### src/rtl/sync_fifo_param.sv
// sync_fifo_param: parametrised single-clock FIFO with threshold flags, sticky errors and optional FWFT output (FIFO_FWFT_EN)
module sync_fifo_param #(
  parameter int DBITS     = 8,
  parameter int ADDR_W    = 4,
  parameter int AFULL_TH  = 12,
  parameter int AEMPTY_TH = 2
) (
  input  logic              clk,
  input  logic              reset,
  input  logic              wr_en,
  input  logic [DBITS-1:0]  din,
  input  logic              rd_en,
  output logic [DBITS-1:0]  dout,
  output logic              dout_valid,
  output logic              full,
  output logic              empty,
  output logic              almost_full,
  output logic              almost_empty,
  output logic [ADDR_W:0]   count,
  output logic              overflow,
  output logic              underflow
);
  localparam int DEPTH = 1 << ADDR_W;
  logic [DBITS-1:0]  mem_q [DEPTH];
  logic [ADDR_W-1:0] wr_ptr_q, wr_ptr_d, rd_ptr_q, rd_ptr_d;
  logic [ADDR_W:0]   count_q, count_d;
  logic              overflow_q, overflow_d, underflow_q, underflow_d;
  logic              rd_acc, wr_acc;
`ifndef FIFO_FWFT_EN
  logic [DBITS-1:0]  dout_q, dout_d;
  logic              dout_valid_q, dout_valid_d;
`endif
  // accept decisions and next-state from pre-edge state; a read frees the slot a full write reuses
  always_comb begin
    rd_acc      = rd_en & ~empty;
    wr_acc      = wr_en & (~full | rd_en);
    wr_ptr_d    = wr_ptr_q + ADDR_W'(wr_acc);
    rd_ptr_d    = rd_ptr_q + ADDR_W'(rd_acc);
    count_d     = count_q + (ADDR_W+1)'(wr_acc) - (ADDR_W+1)'(rd_acc);
    overflow_d  = overflow_q | (wr_en & ~wr_acc);
    underflow_d = underflow_q | (rd_en & ~rd_acc);
`ifndef FIFO_FWFT_EN
    dout_d       = rd_acc ? mem_q[rd_ptr_q] : dout_q;
    dout_valid_d = rd_acc;
`endif
  end
  // storage is not reset; only accepted writes touch it
  always_ff @(posedge clk) if (wr_acc && !reset) mem_q[wr_ptr_q] <= din;
  // control state with synchronous reset
  always_ff @(posedge clk) begin
    if (reset) begin
      wr_ptr_q     <= '0;
      rd_ptr_q     <= '0;
      count_q      <= '0;
      overflow_q   <= 1'b0;
      underflow_q  <= 1'b0;
`ifndef FIFO_FWFT_EN
      dout_q       <= '0;
      dout_valid_q <= 1'b0;
`endif
    end else begin
      wr_ptr_q     <= wr_ptr_d;
      rd_ptr_q     <= rd_ptr_d;
      count_q      <= count_d;
      overflow_q   <= overflow_d;
      underflow_q  <= underflow_d;
`ifndef FIFO_FWFT_EN
      dout_q       <= dout_d;
      dout_valid_q <= dout_valid_d;
`endif
    end
  end
  assign count        = count_q;
  assign empty        = count_q == '0;
  assign full         = count_q == (ADDR_W+1)'(DEPTH);
  assign almost_full  = count_q >= (ADDR_W+1)'(AFULL_TH);
  assign almost_empty = count_q <= (ADDR_W+1)'(AEMPTY_TH);
  assign overflow     = overflow_q;
  assign underflow    = underflow_q;
`ifdef FIFO_FWFT_EN
  assign dout_valid   = ~empty;
  assign dout         = dout_valid ? mem_q[rd_ptr_q] : '0;
`else
  assign dout_valid   = dout_valid_q;
  assign dout         = dout_q;
`endif
endmodule
### config.mk
export PLATFORM = sky130hd
export DESIGN_NAME = sync_fifo_param
export DESIGN_NICKNAME = d
export VERILOG_FILES = /design/src/rtl/sync_fifo_param.sv
export SDC_FILE = /design/constraint.sdc
export NUM_CORES = 1
export LEC_CHECK = 0
export BUFFER_PORTS_ARGS = -buffer_cell sky130_fd_sc_hd__buf_4
export CAP_MARGIN = 20
export CORE_MARGIN = 2
export CORE_UTILIZATION = 60
export DETAILED_ROUTE_END_ITERATION = 10
export PLACE_DENSITY = 0.78
export RECOVER_POWER = 100
export SYNTH_ARGS = -nofsm -noshare
export SYNTH_HDL_FRONTEND = slang
export SYNTH_SLANG_ARGS = --single-unit
### constraint.sdc
create_clock -name clk -period 3.14 [get_ports clk]
set_input_delay 0.471 -clock clk [delete_from_list [all_inputs] [get_ports clk]]
set_output_delay 0.471 -clock clk [all_outputs]
set_load 0.03 [all_outputs]
==> run summary <==
outcome = complete, no violations
Via density = 5.96
fin crit share = 0.927
Post-DP HPWL = 7160 µm
Max Fanout on Critical Path = 15
share of post-route cells with drive strength above 1 = 0.170
post-synth top area share = 0.631
top post-synthesis cells by area = edfxtp_1, mux4_2, dfxtp_1
Tightest Pin Transition = 0.810 ns
H-tree depth = 4
TritonCTS buffer count = 17
initial antenna violation count = 0
Hold Crit Class = in -> reg
port buffer count = 31
TNS Setup = 0 ns
# DRC = 0
total wire length = 11600 µm
Row Count = 36
most frequent cell after synthesis = edfxtp_1
cell taking the most area after synthesis = edfxtp_1
worst setup margin = 0.228 ns
Reg-to-Reg End = count[4]
Post-synth EDFFs = 128
Worst setup EP type = flop
Syn Nets = 351
synthesized instance count = 326
Initial Util = 0.620
FF+latch count, synth = 152
postcts setup bufs = 0
RSZ-0062 raised after global routing = false
P&R area growth vs syn = 13.2%
Skew-Pair Late Insertion Delay = 0.52 ns
YS warnings = 0
post_cts resized = 0
max frequency = 343 MHz
IO Count = 32
DRT Pass-1 Iters = 5
Syn Area/Cell = 18.7 µm²
Worst Hold Endpoint = overflow
Iteration-0 DRC Markers = 338
global-route wire length before repair = 17800 µm
Final Wtd Congestion = 0.759
final-report setup violation count = 0
crit path DAT = 3.36 ns
Total Nets Final = 405
Overflow after GRT = 0
Synth top cells by count = edfxtp_1, mux4_2, nor2_1
# diodes = 0
Fin. Hold Viols = 0
startpoint of the worst hold path = wr_en
R2R depth = 12
Overall Global Routing Usage = 0.227
fin. max-slew vios = 0
Leak Pwr = 0.00223 µW
Routed WL per cell = 22.1 µm
CP Class = reg -> reg
TritonCTS clock tree = done
Post-synth top flop = edfxtp_1
via count = 3135
die height = 105 µm
Clock Skew = 0.00488 ns
pre-CTS WS = 0.267 ns
clock slew at reported path FFs = 0.06 ns
remaining antenna violation count = 0
largest net degree at the start of global routing = 34
vias in the first global route = 3156
Power per Cell Area = 746 nW/µm²
Root Driver = clkbuf_8
reg2reg setup slack = 0.23 ns
RR Startpoint = count[2]
WHS Path Cells = 3
hold buffers post-CTS = 0
Post-Syn Area = 6090 µm²
TritonCTS Sinks = 152
fin crit period = 2.91 ns
Die ar. = 11000 µm²
CP required = 3.58 ns
core footprint = 9820 µm²
ys async rst share = 0
die width = 105 µm
Slew headroom = 0.459
max_cap viols = 0
Worst Setup Start Kind = flop
CTS max path bufs = 2
Synth cell types = 37
maximum VDD drop = 0.000472 V
Seq/Total Area, Yosys = 0.710
metrics by stage:
step | area (µm²) | hold WS, ns | utilization | total power [µW] | instances
2_1_floorplan | 6090 | 0.531 | - | 3090 | 326
5_1_grt | 6900 | 0.179 | 0.702 | 5350 | 526
3_5_place_dp | 6540 | 0.460 | 0.666 | 3420 | 494
4_1_cts | 7090 | 0.175 | 0.722 | 5260 | 526
6_report | 6900 | 0.197 | 0.702 | 5150 | 526
3_3_place_gp | 6540 | 0.456 | 0.666 | 3380 | 494
area by class of cell:
class / count / area [µm²]
clock inverters: 7 / 37.5
multi-input cells: 149 / 1610
inverters: 9 / 33.8
flip-flops and latches: 152 / 4320
clock buffers: 25 / 515
fillers: 669 / 2920
repair buffers: 51 / 211
well taps: 133 / 166
sequential cells by signal, indices dropped and copies added, names as in the netlist:
| signal | count |
|---|---|
| rd_ptr_q | 4 |
| overflow | 1 |
| dout | 8 |
| mem_q | 128 |
| dout_valid | 1 |
| wr_ptr_q | 4 |
| count | 5 |
| underflow | 1 |
layer usage:
metal	up-vias	global-route usage	routed length [µm]
met5	-	0	0
met3	14	0.0574	853
met1	1589	0.296	4660
li1	1402	-	-
met4	0	0.0857	157
met2	130	0.372	5970
cells by family after synthesis:
| logic type | count (synthesis) | share of synthesized area |
|---|---|---|
| flops | 152 | 0.710 |
| fa+ha+maj | 13 | 0.0279 |
| mux | 48 | 0.147 |
| simple gates | 63 | 0.0594 |
| compound gates | 18 | 0.0210 |
| xor+xnor | 7 | 0.0101 |
| buf+inv | 25 | 0.0246 |
how the worst max path moves through the flow:
stage / start / endpoint / slack [ns] / cells after the start
final: count[2] / count[4] / 0.23 / 12
after global routing: count[2] / count[4] / 0.07 / 12
after CTS: count[2] / count[4] / 0.25 / 12
after floorplan: count[2] / count[4] / 0.44 / 12
after global placement: count[2] / count[4] / 0.40 / 12
after detailed placement: count[2] / count[4] / 0.27 / 12
critical path, stage by stage (launching register included):
cell and delay [ns]:
dfxtp_1 0.35, inv_1 0.11, ha_1 0.17, or4b_4 0.50, nand2_4 0.19, or2_2 0.18
nand2_1 0.06, ha_1 0.20, fa_1 0.40, nand2b_1 0.10, a21oi_1 0.08, or3_1 0.32
a21oi_1 0.17
power by group:
group,switching [µW],internal [µW]
Combinational,599,312
Sequential,89.6,2290
Clock,734,1120
placed cells by master (no fill, tap or decap), types with 5 or more instances in the layout:
master | synthesis | final
clkbuf_16 | 0 | 17
nand3b_1 | 8 | 8
mux4_2 | 28 | 28
clkinv_2 | 0 | 5
nor2_1 | 26 | 26
nor2b_1 | 5 | 5
buf_4 | 3 | 5
clkbuf_8 | 0 | 6
edfxtp_1 | 128 | 128
inv_1 | 9 | 9
ha_1 | 12 | 12
mux2i_1 | 16 | 16
o221ai_1 | 8 | 8
clkbuf_1 | 4 | 47
a21oi_1 | 5 | 5
dfxtp_1 | 24 | 24
Power figures use the tool's default switching activity.
